--- src/rtl/mtm_alu_tx_ctrl_pkg.sv ---
// Shared types and constants for the transmit-side frame scheduler.
// A queue entry is {is_err, C[31:0], flag[3:0], crc[2:0]}; error entries keep err_flag in the low 6 bits.
package mtm_alu_tx_ctrl_pkg;

  typedef enum logic [1:0] {
    ST_IDLE   = 2'd0,
    ST_LAUNCH = 2'd1,
    ST_HOLD   = 2'd2
  } state_t;

  localparam int ENTRY_W   = 40;
  localparam int ERR_BIT   = 39;
  localparam int C_LSB     = 7;
  localparam int FLAG_LSB  = 3;
  localparam int CRC_LSB   = 0;
  localparam int EFLAG_LSB = 0;

  localparam int DEF_DATA_FRAME_CYC = 58;
  localparam int DEF_ERR_FRAME_CYC  = 14;
  localparam int HOLD_CNT_W         = 16;

  function automatic logic [ENTRY_W-1:0] pack_result(input logic [31:0] c,
                                                     input logic [3:0]  flag,
                                                     input logic [2:0]  crc);
    return {1'b0, c, flag, crc};
  endfunction

  function automatic logic [ENTRY_W-1:0] pack_error(input logic [5:0] eflag);
    return {1'b1, 33'd0, eflag};
  endfunction

endpackage

--- src/rtl/mtm_alu_tx_ctrl_if.sv ---
// Upstream request handshakes (core results, deserializer errors) and the serializer launch bus.
// Handshake: an item transfers on a rising clk edge where valid & ready are both high; valid must hold with stable data until then.
interface mtm_alu_tx_ctrl_if;
  logic        res_valid;
  logic        res_ready;
  logic [31:0] res_C;
  logic [3:0]  res_flag;
  logic [2:0]  res_crc;
  logic        err_valid;
  logic        err_ready;
  logic [5:0]  err_flag;
  logic        tx_data;
  logic        error_occured;
  logic [31:0] data_C;
  logic [3:0]  data_flag;
  logic [2:0]  data_crc;
  logic [5:0]  error_flag;

  modport master (
    output res_valid, res_C, res_flag, res_crc, err_valid, err_flag,
    input  res_ready, err_ready, tx_data, error_occured,
           data_C, data_flag, data_crc, error_flag
  );

  modport slave (
    input  res_valid, res_C, res_flag, res_crc, err_valid, err_flag,
    output res_ready, err_ready, tx_data, error_occured,
           data_C, data_flag, data_crc, error_flag
  );
endinterface

--- src/rtl/mtm_alu_tx_ctrl_tx_fifo.sv ---
// Small synchronous FIFO with a registered read-data port loaded on pop.
// head_msb peeks the entry type at the head so the launch strobe can be registered in the pop cycle.
module mtm_alu_tx_ctrl_tx_fifo #(
  parameter int DEPTH = 4,
  parameter int W     = 40
) (
  input  logic                       clk,
  input  logic                       rst_n,
  input  logic                       wr_en,
  input  logic [W-1:0]               wr_data,
  input  logic                       rd_en,
  output logic [W-1:0]               rd_data,
  output logic                       head_msb,
  output logic                       full,
  output logic                       empty,
  output logic [$clog2(DEPTH):0]     level
);
  localparam int AW = $clog2(DEPTH);

  logic [W-1:0]  mem [DEPTH];
  logic [AW-1:0] wr_ptr;
  logic [AW-1:0] rd_ptr;
  logic [AW:0]   level_q;
  logic          wr_ok;
  logic          rd_ok;

  assign full     = (level_q == (AW+1)'(DEPTH));
  assign empty    = (level_q == '0);
  assign level    = level_q;
  assign wr_ok    = wr_en & ~full;
  assign rd_ok    = rd_en & ~empty;
  assign head_msb = mem[rd_ptr][W-1];

  always_ff @(posedge clk) begin
    if (wr_ok) mem[wr_ptr] <= wr_data;
  end

  // Pointers wrap naturally because DEPTH is a power of two.
  always_ff @(posedge clk or negedge rst_n) begin
    if (!rst_n) begin
      wr_ptr  <= '0;
      rd_ptr  <= '0;
      level_q <= '0;
      rd_data <= '0;
    end else begin
      if (wr_ok) wr_ptr <= wr_ptr + 1'b1;
      if (rd_ok) begin
        rd_ptr  <= rd_ptr + 1'b1;
        rd_data <= mem[rd_ptr];
      end
      case ({wr_ok, rd_ok})
        2'b10:   level_q <= level_q + 1'b1;
        2'b01:   level_q <= level_q - 1'b1;
        default: level_q <= level_q;
      endcase
    end
  end
endmodule

--- src/rtl/mtm_alu_tx_ctrl.sv ---
// Transmit scheduler: queues results/errors, launches one serializer frame at a time,
// and blocks the next launch for a fixed holdoff because the serializer has no busy output.
module mtm_alu_tx_ctrl
  import mtm_alu_tx_ctrl_pkg::*;
#(
  parameter int FIFO_DEPTH     = 4,
  parameter int DATA_FRAME_CYC = DEF_DATA_FRAME_CYC,
  parameter int ERR_FRAME_CYC  = DEF_ERR_FRAME_CYC
) (
  input  logic                          clk,
  input  logic                          rst_n,
  mtm_alu_tx_ctrl_if.slave              bus,
  output logic                          busy,
  output logic [$clog2(FIFO_DEPTH):0]   fifo_level,
  output logic [15:0]                   frames_sent,
  output state_t                        state
);
  state_t                  state_q;
  state_t                  state_d;
  logic                    pop;
  logic                    load;
  logic                    ready_en_q;
  logic                    full;
  logic                    empty;
  logic                    head_is_err;
  logic                    err_ready;
  logic                    res_ready;
  logic                    wr_en;
  logic [ENTRY_W-1:0]      wr_data;
  logic [ENTRY_W-1:0]      rd_data;
  logic                    cur_is_err;
  logic [HOLD_CNT_W-1:0]   hold_cnt_q;
  logic [15:0]             frames_sent_q;
  logic                    tx_data_q;
  logic                    err_strobe_q;

  // Readiness comes only from registered state, so a pop never frees a slot in the same cycle.
  assign err_ready = ready_en_q & ~full;
  assign res_ready = ready_en_q & ~full & ~bus.err_valid;
  assign wr_en     = (bus.err_valid & err_ready) | (bus.res_valid & res_ready);
  assign wr_data   = bus.err_valid ? pack_error(bus.err_flag)
                                   : pack_result(bus.res_C, bus.res_flag, bus.res_crc);

  mtm_alu_tx_ctrl_tx_fifo #(
    .DEPTH (FIFO_DEPTH),
    .W     (ENTRY_W)
  ) u_fifo (
    .clk      (clk),
    .rst_n    (rst_n),
    .wr_en    (wr_en),
    .wr_data  (wr_data),
    .rd_en    (pop),
    .rd_data  (rd_data),
    .head_msb (head_is_err),
    .full     (full),
    .empty    (empty),
    .level    (fifo_level)
  );

  always_ff @(posedge clk or negedge rst_n) begin
    if (!rst_n) state_q <= ST_IDLE;
    else        state_q <= state_d;
  end

  always_comb begin
    state_d = state_q;
    pop     = 1'b0;
    load    = 1'b0;
    case (state_q)
      ST_IDLE: begin
        if (!empty) begin
          pop     = 1'b1;
          state_d = ST_LAUNCH;
        end
      end
      ST_LAUNCH: begin
        load    = 1'b1;
        state_d = ST_HOLD;
      end
      ST_HOLD: begin
        if (hold_cnt_q == '0) state_d = ST_IDLE;
      end
      default: state_d = ST_IDLE;
    endcase
  end

  assign cur_is_err = rd_data[ERR_BIT];

  always_ff @(posedge clk or negedge rst_n) begin
    if (!rst_n) begin
      ready_en_q    <= 1'b0;
      hold_cnt_q    <= '0;
      frames_sent_q <= '0;
      tx_data_q     <= 1'b0;
      err_strobe_q  <= 1'b0;
    end else begin
      ready_en_q   <= 1'b1;
      tx_data_q    <= pop & ~head_is_err;
      err_strobe_q <= pop & head_is_err;
      // Loaded in LAUNCH so the strobe cycle plus HOLD spans exactly FRAME_CYC cycles.
      if (load) begin
        hold_cnt_q    <= cur_is_err ? HOLD_CNT_W'(ERR_FRAME_CYC - 2)
                                    : HOLD_CNT_W'(DATA_FRAME_CYC - 2);
        frames_sent_q <= frames_sent_q + 16'd1;
      end else if (state_q == ST_HOLD && hold_cnt_q != '0) begin
        hold_cnt_q <= hold_cnt_q - 1'b1;
      end
    end
  end

  assign bus.err_ready     = err_ready;
  assign bus.res_ready     = res_ready;
  assign bus.tx_data       = tx_data_q;
  assign bus.error_occured = err_strobe_q;
  assign bus.data_C        = cur_is_err ? 32'd0 : rd_data[C_LSB +: 32];
  assign bus.data_flag     = cur_is_err ? 4'd0  : rd_data[FLAG_LSB +: 4];
  assign bus.data_crc      = cur_is_err ? 3'd0  : rd_data[CRC_LSB +: 3];
  assign bus.error_flag    = cur_is_err ? rd_data[EFLAG_LSB +: 6] : 6'd0;

  assign busy        = (state_q != ST_IDLE);
  assign frames_sent = frames_sent_q;
  assign state       = state_q;
endmodule

--- src/flat_wrapper.sv ---
// flat-port wrapper written by rule: the top's interface ports become plain ports
module mtm_alu_tx_ctrl_flat import mtm_alu_tx_ctrl_pkg::*;
#(
  parameter int FIFO_DEPTH     = 4,
  parameter int DATA_FRAME_CYC = DEF_DATA_FRAME_CYC,
  parameter int ERR_FRAME_CYC  = DEF_ERR_FRAME_CYC
)
  (clk, rst_n, busy, fifo_level, frames_sent, state, bus_res_valid, bus_res_C, bus_res_flag, bus_res_crc, bus_err_valid, bus_err_flag, bus_res_ready, bus_err_ready, bus_tx_data, bus_error_occured, bus_data_C, bus_data_flag, bus_data_crc, bus_error_flag);
  mtm_alu_tx_ctrl_if bus_i ();
  input  logic clk;
  input  logic rst_n;
  output logic busy;
  output logic [$clog2(FIFO_DEPTH):0] fifo_level;
  output logic [15:0] frames_sent;
  output state_t state;
  input wire logic [$bits(bus_i.res_valid)-1:0] bus_res_valid;
  input wire logic [$bits(bus_i.res_C)-1:0] bus_res_C;
  input wire logic [$bits(bus_i.res_flag)-1:0] bus_res_flag;
  input wire logic [$bits(bus_i.res_crc)-1:0] bus_res_crc;
  input wire logic [$bits(bus_i.err_valid)-1:0] bus_err_valid;
  input wire logic [$bits(bus_i.err_flag)-1:0] bus_err_flag;
  output wire logic [$bits(bus_i.res_ready)-1:0] bus_res_ready;
  output wire logic [$bits(bus_i.err_ready)-1:0] bus_err_ready;
  output wire logic [$bits(bus_i.tx_data)-1:0] bus_tx_data;
  output wire logic [$bits(bus_i.error_occured)-1:0] bus_error_occured;
  output wire logic [$bits(bus_i.data_C)-1:0] bus_data_C;
  output wire logic [$bits(bus_i.data_flag)-1:0] bus_data_flag;
  output wire logic [$bits(bus_i.data_crc)-1:0] bus_data_crc;
  output wire logic [$bits(bus_i.error_flag)-1:0] bus_error_flag;
  assign bus_i.res_valid = bus_res_valid;
  assign bus_i.res_C = bus_res_C;
  assign bus_i.res_flag = bus_res_flag;
  assign bus_i.res_crc = bus_res_crc;
  assign bus_i.err_valid = bus_err_valid;
  assign bus_i.err_flag = bus_err_flag;
  assign bus_res_ready = bus_i.res_ready;
  assign bus_err_ready = bus_i.err_ready;
  assign bus_tx_data = bus_i.tx_data;
  assign bus_error_occured = bus_i.error_occured;
  assign bus_data_C = bus_i.data_C;
  assign bus_data_flag = bus_i.data_flag;
  assign bus_data_crc = bus_i.data_crc;
  assign bus_error_flag = bus_i.error_flag;
  mtm_alu_tx_ctrl #(.FIFO_DEPTH(FIFO_DEPTH), .DATA_FRAME_CYC(DATA_FRAME_CYC), .ERR_FRAME_CYC(ERR_FRAME_CYC)) u_core (.clk(clk), .rst_n(rst_n), .bus(bus_i), .busy(busy), .fifo_level(fifo_level), .frames_sent(frames_sent), .state(state));
endmodule
--- config.mk ---
export PLATFORM = sky130hd
export DESIGN_NAME = mtm_alu_tx_ctrl_flat
export DESIGN_NICKNAME = d
export VERILOG_FILES = /design/src/rtl/mtm_alu_tx_ctrl_pkg.sv /design/src/rtl/mtm_alu_tx_ctrl_if.sv /design/src/rtl/mtm_alu_tx_ctrl_tx_fifo.sv /design/src/rtl/mtm_alu_tx_ctrl.sv /design/src/flat_wrapper.sv
export SDC_FILE = /design/constraint.sdc
export NUM_CORES = 1
export LEC_CHECK = 0
export BUFFER_PORTS_ARGS = -buffer_cell sky130_fd_sc_hd__buf_2
export CAP_MARGIN = 30
export CORE_UTILIZATION = 36
export CTS_CLUSTER_DIAMETER = 120
export DETAILED_ROUTE_END_ITERATION = 6
export PLACE_DENSITY = 0.54
export SYNTH_ARGS = -nofsm -noshare
export SYNTH_HDL_FRONTEND = slang
export SYNTH_SLANG_ARGS = --single-unit
export TNS_END_PERCENT = 30
--- constraint.sdc ---
create_clock -name clk -period 2.5 [get_ports clk]
set_input_delay 0.125 -clock clk [delete_from_list [all_inputs] [get_ports clk]]
set_output_delay 0.125 -clock clk [all_outputs]
set_load 0.02 [all_outputs]
==> results.toml, run 1 <==
[outcome]
status = "finished, final reports clean"

[finish]
layout.nets = 828
diodes = 0
post-route-cell-area_sq_mm = 0.01233
fin_cells = 1163
area_growth_pct = 22.67
finish.utilization = 0.4537
drive_above_1_share = 0.3628

[timing]
finalSetupViolCount = 0
finalSetupTns_ns = 0
relSlewSlack = 0.5211
final_max_slew_viol_count = 0
grt_setup_unrepaired = "false"
tightestPinTransition_ns = 0.7119
hold_viol_final = 0
min_period_ns = 2.013
finalCritPeriodShare = 0.8050
fin_skew_ns = 0.01772
max_freq_mhz = 496.9

[clocking]
postCtsSetupBuffers = 0
clock_sinks = 244
cts_resized = 0
root_buffer = "clkbuf_16"
cts_tree = "done"
cts_hold_buf = 25
path_clk_slew_ns = 0.06
clk_path_buf_depth = 3
h-tree-depth = 1
insertion_delay_ns = 0.53
cts_buffers = 27

[place]
routabilityCongestion = 0.7819
dp_hpwl_microns = 13150
port_buffers = 119
dp_cells = 1088
placed_area_sq_mm = 0.01125

[floorplanning]
io_pins = 120
die_h_microns = 169.1
start_util = 0.3699
die_w_microns = 169.1
coreArea_sq_mm = 0.02718
num_rows = 60
die-area_sq_mm = 0.02859

[synthesis]
synth_cells = 601
syn-cell-area_sq_mm = 0.01005
synthTopCellsByArea = "edfxtp_1 (48%), dfrtp_1 (21%), mux4_2 (9.0%), mux2_2 (5.0%), nor2b_1 (4.6%)"
ys.flop_type = "edfxtp_1"
ys_ff_latch = 244
synth_top_area_share = 0.4780
ys_warn_count = 0
synthArstFlopShare = 0.3443
synth_top_cell_by_area = "edfxtp_1"
synth-edff-count = 160
ys_types = 51
avgSynthCellArea_sq_um = 16.73
synth_nets = 659
yosysSeqAreaShare = 0.6871

[critical_path]
reg2reg_from = "u_core.u_fifo.level[1]"
worstSetupPathType = "flip-flop to output pin"
startpoint_type = "flip-flop"
path_max_fanout = 25
crit_start = "u_core.u_fifo.rd_data[39]"
reg2reg_to = "u_core.u_fifo.level[1]"
cp.required_ns = 2.38
arrival_ns = 1.89
reg2reg_slack_ns = 0.52
crit_end = "bus_error_flag[0]"
reg2regPathDepth = 6
critical_path.endpoint_type = "output pin"

[power_and_ir_drop]
p_total_mw = 14.71
p_leak_nw = 4.769
peakVddDrop_v = 0.0005376
p_per_area_mw_per_mm2 = 1193

[route]
drt_wl_total_microns = 21130
vias_per_cell = 4.773
ant_nets = 0
wl_per_cell_microns = 18.17
drt-initial-drc-count = 304
num_vias = 5551
dr.pass1.iters = 4
drc = 0

[grt]
grt_max_degree = 45
grt_pass1_vias = 6071
grt_first_pass_wirelength_microns = 33440
gr-total-overflow = 0
antenna_found_initial = 0
grt_usage = 0.1531

[min_path]
min_path_type = "primary input to flip-flop"

[flow_run]
cap_violations = 0
metrics by stage:
stage | hold WS, ns | setup slack, ns
after floorplan | -0.1706 | 0.02999
after global placement | 0.1891 | 0.5831
after detailed placement | 0.1870 | 0.4984
after CTS | 0.0006035 | 0.4091
after global routing | 0.004693 | 0.3445
final | 0.01817 | 0.4874
sequential cells by signal, summed over array words and instances (netlist names), 2 cells and up:
register / flops
u_core.state: 2
u_core.u_fifo.rd_data: 40
u_core.hold_cnt_q: 16
u_core.u_fifo.wr_ptr: 2
u_core.frames_sent: 16
u_core.u_fifo.mem: 160
u_core.u_fifo.rd_ptr: 2
u_core.u_fifo.level: 3
final cells by class:
class                      count  area [sq um]
clock buffer                  37         733.2
clock inverter                13         92.59
fill                        2435         14850
inverter                      11         41.29
multi-input combinational    318          2982
sequential                   244          6913
tap                          372         465.4
timing repair buffer         168          1104
where the power goes:
part	total [mW]	leakage [nW]	internal (mW)	switching [mW]
combinational	5.11	1.85	2.38	2.73
sequential	5.92	2.51	5.33	0.589
clock	3.69	0.407	2.15	1.54
total	14.7	4.77	9.86	4.85
Yosys cell counts, drive strengths merged, types with 2 or more instances:
cell,n
mux2,47
edfxtp,160
o31ai,3
clkbuf,14
mux2i,4
nor2,19
mux4,40
nand2,26
o41ai,2
dfrtp,84
or2,2
and2,11
nand4,3
xnor2,14
o311ai,5
a221o,2
nor2b,74
inv,11
xor2,11
nand3,10
o211ai,3
or3,4
and3,5
buf,14
o21ai,6
ha,8
nor3,8
worst min path at each step:
stage / startpoint / to / cells past startpoint
after global placement: rst_n / u_core.u_fifo.rd_data[4] / 1
after detailed placement: rst_n / u_core.u_fifo.rd_data[4] / 1
after global routing: bus_res_C[0] / u_core.u_fifo.mem[3][7] / 2
after floorplan: rst_n / u_core.bus.error_occured / 0
final: bus_res_C[25] / u_core.u_fifo.mem[3][32] / 2
after CTS: bus_res_C[0] / u_core.u_fifo.mem[3][7] / 2
worst max-delay path, stage by stage, from the launching register on:
cell	delay (ns)
dfrtp_2	0.75
buf_4	0.31
and2_1	0.14
buf_2	0.16
metal layers:
layer / routed length (microns) / part of all wire / global-route usage
met1: 8984 / 0.43 / 0.1889
met2: 10910 / 0.52 / 0.2779
met3: 869 / 0.041 / 0.02759
met4: 369 / 0.017 / 0.03564
met5: 0 / 0 / 0
cell usage in the layout (no fill, tap or decap), types with 4 or more instances in the layout:
| cell | netlist | final |
|---|---|---|
| xnor2_1 | 14 | 14 |
| mux2i_1 | 4 | 4 |
| mux2_2 | 45 | 45 |
| clkinv_2 | 0 | 7 |
| nand3_1 | 9 | 9 |
| dlygate4sd3_1 | 0 | 25 |
| nor2_1 | 18 | 18 |
| edfxtp_1 | 160 | 160 |
| clkbuf_1 | 14 | 8 |
| nor2b_1 | 74 | 74 |
| and2_1 | 11 | 7 |
| dfrtp_1 | 84 | 81 |
| buf_4 | 0 | 19 |
| inv_1 | 11 | 11 |
| nor3_1 | 5 | 5 |
| buf_12 | 0 | 6 |
| and3_1 | 5 | 5 |
| mux4_2 | 40 | 40 |
| nand2_1 | 26 | 26 |
| clkbuf_16 | 0 | 27 |
| ha_1 | 8 | 8 |
| and2_2 | 0 | 4 |
| o21ai_0 | 5 | 5 |
| buf_2 | 10 | 118 |
| xor2_1 | 11 | 11 |
cell families after synthesis:
kind of cell / synth area share
flops: 0.6871
other cells: 0.0003731
compound gates: 0.01904
fa+ha+maj: 0.01195
mux: 0.1463
xor+xnor: 0.02178
buf+inv: 0.01730
simple gates: 0.09622
Note: power is estimated with default switching activity, not from simulation.
==> run 2: changes to the inputs <==
==> constraint.sdc (replaced) <==
create_clock -name clk -period 1.65 [get_ports clk]
set_input_delay 0.0825 -clock clk [delete_from_list [all_inputs] [get_ports clk]]
set_output_delay 0.0825 -clock clk [all_outputs]
set_load 0.02 [all_outputs]
==> results.toml, run 2 (same netlist as run 1, synthesis figures left out) <==
[timing]
relSlewSlack = 0.5937
setup_slack_ns = -0.1821
fin_skew_ns = 0.01648
hold_viol_final = 0
final_max_slew_viol_count = 0
tightestPinTransition_ns = 0.6095
finalSetupViolCount = 86
finalCritPeriodShare = 1.110
grt_setup_unrepaired = "true"
max_freq_mhz = 545.8
min_period_ns = 1.832
holdWs_ns = 0.1248

[floorplanning]
coreArea_sq_mm = 0.02718
die-area_sq_mm = 0.02859
die_w_microns = 169.1
die_h_microns = 169.1
io_pins = 120
num_rows = 60
start_util = 0.3699

[outcome]
violations = "negative setup slack"
status = "finished with violations"

[place]
dp_hpwl_microns = 13830
placed_area_sq_mm = 0.01167
routabilityCongestion = 0.8271
port_buffers = 119

[critical_path]
startpoint_type = "flip-flop"
worst_path_most_repeated_cell = "inv_2"
worstPathCellList = "inv_2 -> nand3_2 -> nand2_2 -> nor2_4 -> inv_2 -> ha_4 -> inv_2 -> fa_2 -> xor2_1 -> nor2_1 -> xor2_1"
worstSetupPathType = "flip-flop to flip-flop"
slowest_delay_ns = 0.44
cp.required_ns = 2.10
path_max_fanout = 4
arrival_ns = 2.28
crit_slowest_cell = "dfrtp_2"
critical_path.endpoint_type = "flip-flop"

[grt]
grt_pass1_vias = 6511
gr-total-overflow = 0
grt_max_degree = 85
grt_usage = 0.1605
antenna_found_initial = 1
grt_first_pass_wirelength_microns = 35380

[clocking]
path_clk_slew_ns = 0.06
clock_sinks = 244
cts_buffers = 27
clk_path_buf_depth = 3
insertion_delay_ns = 0.54
h-tree-depth = 1
root_buffer = "clkbuf_16"
cts_tree = "done"

[power_and_ir_drop]
p_leak_nw = 5.342
peakVddDrop_v = 0.0008919
p_per_area_mw_per_mm2 = 1862

[finish]
diodes = 0
final_common_cell = "edfxtp_1"
layout.nets = 902
largest-register = "u_core.u_fifo.mem"
largestRegisters = "u_core.u_fifo.mem (160), u_core.u_fifo.rd_data (40)"
area_growth_pct = 35.32
post-route-cell-area_sq_mm = 0.01360
drive_above_1_share = 0.4462
largest_reg_flops = 160
final_cell_mix = "edfxtp_1 (160), buf_2 (87), buf_4 (80)"

[route]
drt_wl_total_microns = 23020
drc = 0
wl_per_cell_microns = 18.61
num_vias = 5983
vias_per_cell = 4.837
drt-initial-drc-count = 331
dr.pass1.iters = 5
ant_nets = 0

[flow_run]
cap_violations = 0

[min_path]
min_path_type = "primary input to asynchronous set/reset pin"
## run 2: critical path, delay by kind of cell, from the launching register on
family | cells | cell delay (ns)
XOR/XNOR | 2 | 0.33
adder cells (fa/ha/maj) | 2 | 0.45
buffers and inverters | 3 | 0.18
flip-flops | 1 | 0.44
AND/OR/NAND/NOR | 4 | 0.35
## run 2: area by class of cell
type,count,area (sq um)
fillers,2332,13570
flip-flops and latches,244,6918
multi-input cells,318,3307
repair buffers,242,2023
clock buffers,39,750.7
well taps,372,465.4
clock inverters,11,95.09
inverters,11,43.79
## run 2: final timing paths
kind	startpoint	cells after the start	end	slack, ns
min in group clk	bus_res_valid	6	u_core.u_fifo.wr_ptr[0]	0.19
max in group asynchronous	rst_n	3	u_core.u_fifo.rd_ptr[0]	1.07
worst min register to register	u_core.frames_sent[15]	1	u_core.frames_sent[15]	0.48
worst min-delay path	rst_n	3	u_core.u_fifo.rd_data[19]	0.12
worst max-delay path	u_core.u_fifo.level[1]	11	u_core.u_fifo.level[2]	-0.18
worst max register to register	u_core.u_fifo.level[1]	11	u_core.u_fifo.level[2]	-0.18
## run 2: repair_timing
| action | in CTS | in global routing |
|---|---|---|
| buffers inserted | 9 | 1 |
| endpoints found under the setup margin | 90 | 254 |
| pin swaps | 16 | 22 |
| resized for setup | 52 | 75 |
| hold endpoints to repair | 240 | 0 |
| hold buffers | 46 | 0 |
| gates cloned | 0 | 5 |
## run 2: per-layer routing
metal / wire length [microns] / share of wire / track usage / vias up
li1: - / - / - / 2724
met1: 10010 / 0.43 / 0.2078 / 3087
met2: 11580 / 0.50 / 0.2831 / 136
met3: 1005 / 0.044 / 0.02689 / 34
met4: 412 / 0.018 / 0.03408 / 2
met5: 12 / 0.00052 / 0 / -
## run 2: power breakdown
part	switching, mW	total [mW]	internal [mW]	leakage (nW)
Combinational	5.14	10.7	5.57	2.43
Clock	2.38	5.71	3.32	0.407
Sequential	0.826	8.91	8.09	2.51
Total	8.35	25.3	17.0	5.34
## run 2: per-stage QoR
stage | worst slack [ns] | util | power [mW] | std cells | TNS [ns]
global placement | -0.1585 | 0.4296 | 17.68 | 1127 | -1.247
finish | -0.1821 | 0.5006 | 25.33 | 1237 | -2.192
global route | -0.2899 | 0.5006 | 26.66 | 1237 | -13.36
CTS | -0.1760 | 0.4861 | 24.44 | 1231 | -2.529
detailed placement | -0.2946 | 0.4296 | 17.90 | 1127 | -2.321
floorplan | -0.4296 | - | 14.53 | 601 | -22.16
==> run 3: changes to the inputs <==
--- a/config.mk
+++ b/config.mk
@@ -5,12 +5,13 @@
 export SDC_FILE = /design/constraint.sdc
 export NUM_CORES = 1
 export LEC_CHECK = 0
+export ABC_AREA = 1
 export BUFFER_PORTS_ARGS = -buffer_cell sky130_fd_sc_hd__buf_2
 export CAP_MARGIN = 30
 export CORE_UTILIZATION = 36
 export CTS_CLUSTER_DIAMETER = 120
 export DETAILED_ROUTE_END_ITERATION = 6
-export PLACE_DENSITY = 0.54
+export PLACE_DENSITY = 0.53
 export SYNTH_ARGS = -nofsm -noshare
 export SYNTH_HDL_FRONTEND = slang
 export SYNTH_SLANG_ARGS = --single-unit
==> results.toml, run 3 <==
[synthesis]
synth-edff-count = 160
ys_warn_count = 0
synthTopCellsByArea = "edfxtp_1 (46%), dfrtp_1 (20%), nor2_1 (8.3%), o21ai_0 (7.3%), nand2_1 (4.8%)"
synth_cells = 1045
yosysSeqAreaShare = 0.6550
ys.flop_type = "edfxtp_1"
synthArstFlopShare = 0.3443
ys_types = 33
yosysMostFrequentCell = "nor2_1"
syn-cell-area_sq_mm = 0.01055
yosys-top-cells-count = "nor2_1 (234), edfxtp_1 (160), o21ai_0 (154)"
synth_top_cell_by_area = "edfxtp_1"
ys_ff_latch = 244
avgSynthCellArea_sq_um = 10.09
synth_nets = 1103
synth_top_area_share = 0.4556

[route]
drt_wl_total_microns = 23640
ant_nets = 0
dr.pass1.iters = 4
drc = 0
wl_per_cell_microns = 14.32
num_vias = 7499
vias_per_cell = 4.545
drt-initial-drc-count = 371

[floorplanning]
die-area_sq_mm = 0.02998
die_h_microns = 173.2
die_w_microns = 173.2
start_util = 0.3664
io_pins = 120
coreArea_sq_mm = 0.02878
num_rows = 62

[grt]
antenna_found_initial = 0
grt_usage = 0.1630
grt_max_degree = 85
grt_first_pass_wirelength_microns = 39200
gr-total-overflow = 0
grt_pass1_vias = 7620

[timing]
fin_skew_ns = 0.01711
min_period_ns = 1.685
setup_slack_ns = -0.03539
final_max_slew_viol_count = 0
hold_viol_final = 0
max_freq_mhz = 593.3
finalCritPeriodShare = 1.021
grt_setup_unrepaired = "true"
finalSetupViolCount = 44
holdWs_ns = 0.02731

[clocking]
path_clk_slew_ns = 0.06
cts_tree = "done"
insertion_delay_ns = 0.54
root_buffer = "clkbuf_16"
clock_sinks = 244
clk_path_buf_depth = 3
cts_buffers = 27
h-tree-depth = 1

[finish]
largest-register = "u_core.u_fifo.mem"
final_cell_mix = "nor2_1 (215), edfxtp_1 (160), o21ai_0 (150)"
final_common_cell = "nor2_1"
largestRegisters = "u_core.u_fifo.mem (160), u_core.u_fifo.rd_data (40)"
diodes = 0
fill_cells = 2728
post-route-cell-area_sq_mm = 0.01364
drive_above_1_share = 0.2148
register_area_sq_mm = 0.006918
layout.nets = 1303
largest_reg_flops = 160
area_growth_pct = 29.34
multi_input_comb_area_sq_mm = 0.003057

[critical_path]
critical_path_buf_inv_count = 2
reg2reg_slack_ns = -0.04
cp_top_family = "adder cells"
startpoint_type = "flip-flop"
arrival_ns = 2.12
slowest_delay_ns = 0.44
worstSetupPathType = "flip-flop to flip-flop"
cp.required_ns = 2.08
critical_path.endpoint_type = "flip-flop"
worstPathCellList = "inv_2 -> a31oi_4 -> o21ai_4 -> ha_4 -> inv_2 -> fa_2 -> a21oi_2 -> o21ai_1 -> xnor2_1"
crit_slowest_cell = "dfrtp_2"
worst_path_most_repeated_cell = "inv_2"
path_max_fanout = 4

[place]
dp_hpwl_microns = 14780
port_buffers = 119
placed_area_sq_mm = 0.01201
routabilityCongestion = 0.7703

[flow_run]
cap_violations = 0

[power_and_ir_drop]
peakVddDrop_v = 0.0008524
p_total_mw = 24.86
p_leak_nw = 5.864
p_per_area_mw_per_mm2 = 1822

[outcome]
status = "finished with violations"
violations = "negative setup slack"

[min_path]
min_path_type = "primary input to flip-flop"
[run 3: changes by cell type in the layout (fill, tap and decap cells not counted), sizes merged, moves of 22 or more]
cell,previous run,this run
buf,191,169
inv,12,131
mux2,47,6
mux4,40,0
nand2,26,141
nor2,19,239
nor2b,74,0
o21ai,6,170
[run 3: cell families after synthesis]
group	Yosys count	synth area share
and+or+nand+nor	413	0.1593
adders and majority gates	9	0.01139
other	1	0.0003556
buffers and inverters	177	0.06585
AOI/OAI and AO/OA	178	0.08757
DFF	244	0.6550
xor gates and xnor gates	17	0.01412
muxes	6	0.006407
[run 3: final timing paths]
path                                   startpoint                        end  depth (start not counted)
min                                 bus_res_valid    u_core.u_fifo.wr_ptr[1]                          5
max in group asynchronous                   rst_n  u_core.u_fifo.rd_data[39]                          3
max reg2reg                u_core.u_fifo.level[1]     u_core.u_fifo.level[2]                          9
min reg2reg                 u_core.frames_sent[7]      u_core.frames_sent[7]                          1
min in group asynchronous                   rst_n      u_core.hold_cnt_q[13]                          3
max                        u_core.u_fifo.level[1]     u_core.u_fifo.level[2]                          9
[run 3: where the power goes]
part           switching, mW  internal, mW  total (mW)
logic                   6.12          3.68        9.79
clock network           2.44          3.83        6.27
registers              0.696          8.10        8.80
total                   9.25          15.6        24.9
[run 3: repair_timing]
action / in CTS / in global routing
endpoints found under the hold margin: 240 / 0
buffers inserted: 5 / 0
setup endpoints to repair: 184 / 210
resized for setup: 38 / 33
pin swaps: 6 / 0
gates cloned: 0 / 0
hold buffers: 46 / 0
[run 3: area by class of cell]
cell class                      count  share of cell area
Sequential cell                   244              0.5072
Multi-Input combinational cell    624              0.2241
Timing Repair Buffer              216              0.1282
Clock buffer                       36             0.05495
Inverter                          132             0.03651
Tap cell                          384             0.03523
Clock inverter                     14             0.01385
[run 3: worst min-delay path: cells and delay by family]
family / cells / cell delay (ns)
AOI/OAI and AO/OA: 2 / 0.11
and+or+nand+nor: 1 / 0.08
buffers and inverters: 2 / 0.26
[run 3: layer usage]
layer | vias up | global-route usage | share of wire
met5 | - | 0 | 0
met4 | 0 | 0.03577 | 0.018
met3 | 34 | 0.02485 | 0.034
met2 | 133 | 0.2819 | 0.48
met1 | 3533 | 0.2158 | 0.47
li1 | 3799 | - | -
[run 3: metrics by stage]
stage          worst slack (ns)  TNS, ns  cells    util
3_5_place_dp            -0.1640   -1.381   1549  0.4173
2_1_floorplan           -0.4128   -64.02   1045       -
6_report               -0.03539  -0.3450   1650  0.4739
3_3_place_gp            -0.1506  -0.4205   1549  0.4173
5_1_grt                 -0.1068   -4.965   1650  0.4739
4_1_cts                -0.06709   -2.238   1650  0.4704
